**src/rtl/glenn_uart_rx.sv**
```systemverilog
// ---------------------------------------------------------------------------
// glenn_uart_rx
//
// UART receiver, 8N1, LSB first. The serial line is passed through a
// two-flop synchroniser. The start bit is confirmed at mid-bit. Eight data
// bits and the stop bit are then sampled once per bit period, at the same
// mid-bit phase. A good frame updates the held byte and pulses
// out_Rx_Valid for one cycle. A stop bit sampled low pulses
// out_Rx_Frame_Err for one cycle instead, and the held byte is unchanged.
//
// Parameters
//   CLKS_PER_BIT     clock frequency / baud rate, legal range 1..255
//
// Ports
//   in_UART_Clock     in   1  single clock, rising edge
//   in_Reset_n        in   1  asynchronous, active-low reset
//   in_Rx_Serial      in   1  serial line (idle 1, start 0, stop 1)
//   out_Rx_8bitData   out  8  last good byte, held until the next good frame
//   out_Rx_Valid      out  1  1-cycle pulse: out_Rx_8bitData newly valid
//   out_Rx_Active     out  1  high while a frame is in progress
//   out_Rx_Frame_Err  out  1  1-cycle pulse: stop bit sampled as 0
// ---------------------------------------------------------------------------
module glenn_uart_rx #(
  parameter int CLKS_PER_BIT = 1
) (
  input  logic       in_UART_Clock,
  input  logic       in_Reset_n,
  input  logic       in_Rx_Serial,
  output logic [7:0] out_Rx_8bitData,
  output logic       out_Rx_Valid,
  output logic       out_Rx_Active,
  output logic       out_Rx_Frame_Err
);

  // This value is derived from CLKS_PER_BIT and must not be overridden.
  // It is therefore a localparam and not a module parameter.
  localparam int         HALF_BIT   = (CLKS_PER_BIT - 1) / 2;
  localparam logic [7:0] LAST_CNT   = 8'(CLKS_PER_BIT - 1);
  localparam logic [7:0] HALF_CNT   = 8'(HALF_BIT);
  // At one or two clocks per bit there is no mid-bit wait for the start bit.
  // In that case the receiver goes straight from IDLE into the data phase.
  localparam bit         SKIP_START = (HALF_BIT == 0);

  typedef enum logic [1:0] {
    IDLE  = 2'd0,
    START = 2'd1,
    DATA  = 2'd2,
    STOP  = 2'd3
  } state_t;

  state_t     state_reg, state_next;
  logic [7:0] clk_cnt_reg, clk_cnt_next;
  logic [2:0] bit_idx_reg, bit_idx_next;
  logic [7:0] shift_data_reg, shift_data_next;
  logic [7:0] rx_data_reg, rx_data_next;
  logic       valid_reg, valid_next;
  logic       frame_err_reg, frame_err_next;
  logic       sync1_reg, sync2_reg;
  logic       line;

  // The two synchroniser flops reset to 1, which is the idle line level.
  // A reset therefore cannot make the receiver see a false start bit.
  always_ff @(posedge in_UART_Clock or negedge in_Reset_n) begin
    if (!in_Reset_n) begin
      sync1_reg <= 1'b1;
      sync2_reg <= 1'b1;
    end else begin
      sync1_reg <= in_Rx_Serial;
      sync2_reg <= sync1_reg;
    end
  end

  assign line = sync2_reg;

  // State and datapath registers
  always_ff @(posedge in_UART_Clock or negedge in_Reset_n) begin
    if (!in_Reset_n) begin
      state_reg      <= IDLE;
      clk_cnt_reg    <= 8'd0;
      bit_idx_reg    <= 3'd0;
      shift_data_reg <= 8'd0;
      rx_data_reg    <= 8'd0;
      valid_reg      <= 1'b0;
      frame_err_reg  <= 1'b0;
    end else begin
      state_reg      <= state_next;
      clk_cnt_reg    <= clk_cnt_next;
      bit_idx_reg    <= bit_idx_next;
      shift_data_reg <= shift_data_next;
      rx_data_reg    <= rx_data_next;
      valid_reg      <= valid_next;
      frame_err_reg  <= frame_err_next;
    end
  end

  // Next-state and datapath logic.
  // The counters only count up from 0 or 1 to their terminal value.
  // An equality test is therefore enough to detect the terminal count.
  always_comb begin
    state_next      = state_reg;
    clk_cnt_next    = clk_cnt_reg;
    bit_idx_next    = bit_idx_reg;
    shift_data_next = shift_data_reg;
    rx_data_next    = rx_data_reg;
    valid_next      = 1'b0;
    frame_err_next  = 1'b0;

    case (state_reg)
      IDLE: begin
        if (!line) begin
          if (SKIP_START) begin
            state_next   = DATA;
            clk_cnt_next = 8'd0;
            bit_idx_next = 3'd0;
          end else begin
            // The edge cycle counts as the first cycle of the start bit.
            state_next   = START;
            clk_cnt_next = 8'd1;
          end
        end
      end

      START: begin
        if (clk_cnt_reg != HALF_CNT) begin
          clk_cnt_next = clk_cnt_reg + 8'd1;
        end else if (!line) begin
          state_next   = DATA;
          clk_cnt_next = 8'd0;
          bit_idx_next = 3'd0;
        end else begin
          // The line was high again at mid-bit, so the low level was a glitch.
          // Drop back to IDLE without producing any pulse.
          state_next   = IDLE;
          clk_cnt_next = 8'd0;
        end
      end

      DATA: begin
        if (clk_cnt_reg != LAST_CNT) begin
          clk_cnt_next = clk_cnt_reg + 8'd1;
        end else begin
          shift_data_next[bit_idx_reg] = line;
          clk_cnt_next                 = 8'd0;
          if (bit_idx_reg == 3'd7) begin
            bit_idx_next = 3'd0;
            state_next   = STOP;
          end else begin
            bit_idx_next = bit_idx_reg + 3'd1;
          end
        end
      end

      STOP: begin
        if (clk_cnt_reg != LAST_CNT) begin
          clk_cnt_next = clk_cnt_reg + 8'd1;
        end else begin
          // Return to IDLE straight away, without waiting for the rest of
          // the stop bit. A following start edge is then not missed, even
          // when the frames arrive back to back.
          state_next   = IDLE;
          clk_cnt_next = 8'd0;
          if (line) begin
            rx_data_next = shift_data_reg;
            valid_next   = 1'b1;
          end else begin
            frame_err_next = 1'b1;
          end
        end
      end

      default: begin
        state_next   = IDLE;
        clk_cnt_next = 8'd0;
        bit_idx_next = 3'd0;
      end
    endcase
  end

  assign out_Rx_8bitData  = rx_data_reg;
  assign out_Rx_Valid     = valid_reg;
  assign out_Rx_Frame_Err = frame_err_reg;
  assign out_Rx_Active    = (state_reg != IDLE);

endmodule

```
**config.mk**
```make
export PLATFORM = sky130hd
export DESIGN_NAME = glenn_uart_rx
export DESIGN_NICKNAME = d
export VERILOG_FILES = /design/src/rtl/glenn_uart_rx.sv
export SDC_FILE = /design/constraint.sdc
export NUM_CORES = 1
export LEC_CHECK = 0
export CAP_MARGIN = 20
export CORE_ASPECT_RATIO = 1.4
export CORE_MARGIN = 10
export CORE_UTILIZATION = 40
export CTS_CLUSTER_DIAMETER = 150
export DETAILED_ROUTE_END_ITERATION = 7
export PLACE_DENSITY = 0.62
export SETUP_SLACK_MARGIN = 0.5
export SLEW_MARGIN = 20
export SYNTH_ARGS = -nofsm -noshare
export SYNTH_HDL_FRONTEND = slang
export SYNTH_SLANG_ARGS = --single-unit
```
**constraint.sdc**
```tcl
create_clock -name in_UART_Clock -period 5.45 [get_ports in_UART_Clock]
set_clock_uncertainty 0.2 [all_clocks]
set_input_delay 1.3625 -clock in_UART_Clock [delete_from_list [all_inputs] [get_ports in_UART_Clock]]
set_output_delay 1.3625 -clock in_UART_Clock [all_outputs]
set_load 0.05 [all_outputs]
```
* After elaboration in Yosys (flattened, before gate mapping)
Index checks and enable logic that the tools add are counted.
Word-level totals: bits of input ports 3, register bits 33, word-level logic and storage cells 57, output and inout bits 11
Cells by class: order comparisons 2, multiplexer cells 24, reduce and logical (&&, ||, !) cells 10, bitwise operators 1, equality and inequality tests 9, add/sub/neg operators 2
Operators by type and width (number):
- $mux 8 | 2
- $pmux 8 s2 | 1
- $mux 2 | 6
- $mux 3 | 4
- $ne 2x2->1 const B | 5
- $pmux 3 s3 | 1
- $add 8x1->8 const B | 1
- $bwmux 8 | 1
- $pmux 2 s4 | 1
- $reduce_bool 8->1 | 1
- $mux 1 | 7
- $reduce_and 3->1 | 2
- $reduce_and 5->1 | 1
- $eq 2x2->1 const B | 2
- $lt 3x4->1 const B | 1
- $add 3x1->3 const B | 1
- $demux 1 s3 | 1
- $eq 3x3->1 const B | 1
- $ge 3x1->1 const B | 1
- $reduce_bool 3->1 | 1
- $reduce_or 3->1 | 1
- $eq 2x1->1 const B | 1
- $logic_not 2->1 | 1
- $reduce_and 2->1 | 1
- 3 further kinds | 3

* Depth between registers and ports, before layout
depth in word-level cells 5, mapped depth 7, gate-level depth less buffers 6

* Worst setup path before layout
No wires, ideal clock.
kind reg-to-output, start point register state_reg[1], end point output port out_Rx_Active, setup slack 2.927 ns, data arrival time 0.960 ns, cell stages (with the launch flop) 4, required time 3.888 ns, buffers on the path 1, cell sequence dfrtp_1 clkbuf_1 nor2_1 inv_1
Between the ends: cells in the longest elaborated chain, start to end 1
RTL lines:
- start, declared | RTL line 51 | state_t state_reg, state_next;
- start signal, assigned | RTL line 86 | state_reg <= state_next;
- $reduce_bool 2->1 | RTL line 182 | assign out_Rx_Active = (state_reg != IDLE);
- end, declared | RTL line 31 | output logic out_Rx_Active,
No other way between the ends.

* Final worst setup path
start point register state_reg[0], end point output port out_Rx_Active
The elaborated chain is that of the path after synthesis.

==> results.py <==
metrics = {
    "layout": {
        "fill_cells": 350,
        "final_area_sq_um": 1760,
        "fin_nets": 144,
        "seqCellArea_sq_um": 828,
        "antenna_cells": 0,
        "fin_util": 0.483,
        "layout-drive-gt1-share": 0.131,
        "syn2layout_area_growth_pct": 16.1,
        "multi_input_area_sq_um": 633,
    },
    "global_routing": {
        "grtUsageTotal": 0.0871,
        "grt_pass1_wl_um": 4600,
        "global_route.overflow_total": 0,
        "grt_antenna_before_repair": 0,
        "grt_pass1_vias": 1001,
        "grt_start_max_net_pins": 34,
    },
    "sta": {
        "final-hold-violation-count": 0,
        "max_freq_mhz": 301,
        "setup_viol": 0,
        "tightest_slew_ns": 0.605,
        "fin_crit_ns": 3.32,
        "slew_headroom": 0.597,
        "maxSlewViolCount": 0,
        "period_share": 0.610,
        "setup_tns_ns": 0,
        "rsz0062_at_grt": "false",
    },
    "clock_network": {
        "cts_resized": 0,
        "cts.clk_slew.worst_paths_ns": 0.06,
        "clk_latency_ns": 0.27,
        "cts-hold-fix-buffers": 0,
        "cts_setup_buffers": 0,
        "cts_sinks": 33,
        "cts_tree": "done",
        "cts.root.buffer_cell": "clkbuf_8",
        "cts_max_level": 2,
        "numCtsBuffers": 5,
        "cts_buffer_depth": 2,
    },
    "yosys": {
        "synth_area_sq_um": 1520,
        "syn_nets": 129,
        "synth.distinct_cells": 39,
        "seq_area_frac_synth": 0.546,
        "yosys_register_bits": 33,
        "syn_inst": 122,
        "yosysWarnings": 0,
        "synth_area_per_cell_sq_um": 12.4,
    },
    "drt": {
        "drc_errors": 0,
        "viasPerCell": 5.44,
        "firstDrtPassIters": 4,
        "drtIter0Drc": 25,
        "vias": 973,
        "drt-total-wl_um": 2620,
        "wire_per_inst_um": 14.6,
        "ant_nets": 0,
    },
    "critical_path": {
        "slowest_stage": "clkdlybuf4s50_1",
        "start_kind": "flip-flop",
        "crit_chain": "nor2_1 > inv_1 > clkdlybuf4s50_1",
        "crit_type": "reg2out",
        "slowest_delay_ns": 0.81,
        "arrival_ns": 1.76,
        "crit_required_ns": 3.89,
        "end_kind": "output pin",
        "crit_path_max_fanout": 7,
    },
    "outcome": {
        "run_status": "finished clean",
    },
    "power": {
        "p_per_area_nw_per_um2": 544,
        "max-vdd-ir-drop_mv": 0.277,
        "power.leakage_uw": 0.000787,
    },
    "die": {
        "die_h_um": 92.9,
        "die_area_sq_um": 6690,
        "ios": 14,
        "rows": 26,
        "core_sq_um": 3640,
        "die_w_um": 72.0,
        "initial_utilization": 0.416,
    },
    "placed_design": {
        "hpwl_um": 1880,
        "gp_congestion": 0.775,
        "portBuffers": 13,
        "placed_area_sq_um": 1670,
    },
    "flow_run": {
        "drv_cap": 0,
    },
    "min_path": {
        "min_path_type": "reg2reg",
    },
}
[worst max-delay path, delay by kind of cell, from the launching register on]
family | cells | cell delay [ns]
DFF | 1 | 0.48
and+or+nand+nor | 1 | 0.11
buffers and inverters | 2 | 0.90
[stage by stage]
step	hold slack, ns	setup slack (ns)	power [uW]	std cells
after floorplan	0.145	2.93	687	122
after global placement	0.148	2.46	780	172
after detailed placement	0.147	2.43	791	172
after CTS	0.156	2.11	974	179
after global routing	0.166	2.03	1020	179
final	0.155	2.13	957	179
[power breakdown]
part	internal (uW)	total (uW)	switching (uW)
logic	169	387	217
registers	327	392	65.3
clock network	100	178	78.1
total	596	957	361
[layout by cell type (no fill, tap or decap), types with 2 or more instances in the layout]
master and instances:
nand2_1 5, and4bb_1 2, mux2_1 15, dfrtp_1 31
nand2b_1 2, nand3b_1 2, dfstp_2 2, nand4b_1 3
nand3_1 2, inv_1 6, a22o_2 2, nor2_1 4
clkdlybuf4s50_1 13, a21oi_1 5, o21ai_0 4, and3_2 2
clkbuf_8 6, a31oi_1 4, a41oi_1 3, ha_1 4
[worst paths after layout]
path                            cells past startpoint           start                  to  slack [ns]
worst max-delay path                                3    state_reg[0]       out_Rx_Active        2.13
worst min-delay path                                0       sync1_reg                line        0.16
worst max register to register                      6  clk_cnt_reg[0]   shift_data_reg[2]        2.80
worst min register to register                      0       sync1_reg                line        0.16
max in group asynchronous                           2      in_Reset_n                line        3.44
min in group asynchronous                           2      in_Reset_n  out_Rx_8bitData[0]        1.28
[cells by family (layout without fill, tap and decap cells)]
| kind of cell | Yosys count | count (layout) | share of synthesized area |
|---|---|---|---|
| AND/OR/NAND/NOR | 31 | 31 | 0.144 |
| flip-flops | 33 | 33 | 0.546 |
| buffers and inverters | 12 | 27 | 0.0363 |
| XOR/XNOR | 1 | 1 | 0.00578 |
| AO/OA/AOI/OAI | 24 | 24 | 0.109 |
| adder cells (fa/ha/maj) | 4 | 4 | 0.0330 |
| multiplexers | 17 | 17 | 0.125 |
[layout make-up]
class | instances | share of cell area
multi-input combinational | 77 | 0.360
clock buffer | 7 | 0.0490
tap | 42 | 0.0299
sequential | 33 | 0.471
timing repair buffer | 14 | 0.0782
inverter | 6 | 0.0128
[metal layers]
metal,global-route usage,wire [um],vias up
met1,0.0899,1140,478
met4,0.0485,35,0
met3,0.0363,128,4
li1,-,-,477
met2,0.145,1320,14
met5,0,0,-
[synthesized netlist by cell type, drive strengths merged]
cell    number  share of area
dfrtp       31           0.51
mux2        16           0.12
inv          6          0.015
a21oi        5          0.016
nand2        5          0.012
a31oi        4          0.016
ha           4          0.033
nor2         4         0.0099
o21ai        4          0.013
a22o         3          0.019
a41oi        3          0.017
and3         3          0.014
buf          3          0.014
clkbuf       3         0.0074
nand4b       3          0.017
and4bb       2          0.016
dfstp        2          0.035
nand2b       2         0.0082
nand3        2         0.0066
nand3b       2         0.0099
a31o         1         0.0058
mux2i        1         0.0066
nand4        1         0.0041
nor3         1         0.0033
nor3b        1         0.0050
nor4         1         0.0041
nor4b        1          0.016
o211a        1         0.0066
o211ai       1         0.0050
o22ai        1         0.0041
o31ai        1         0.0050
or3          1         0.0041
or3b         1         0.0058
or4          1         0.0074
xnor2        1         0.0058
Note: power is estimated with default switching activity, not from simulation.
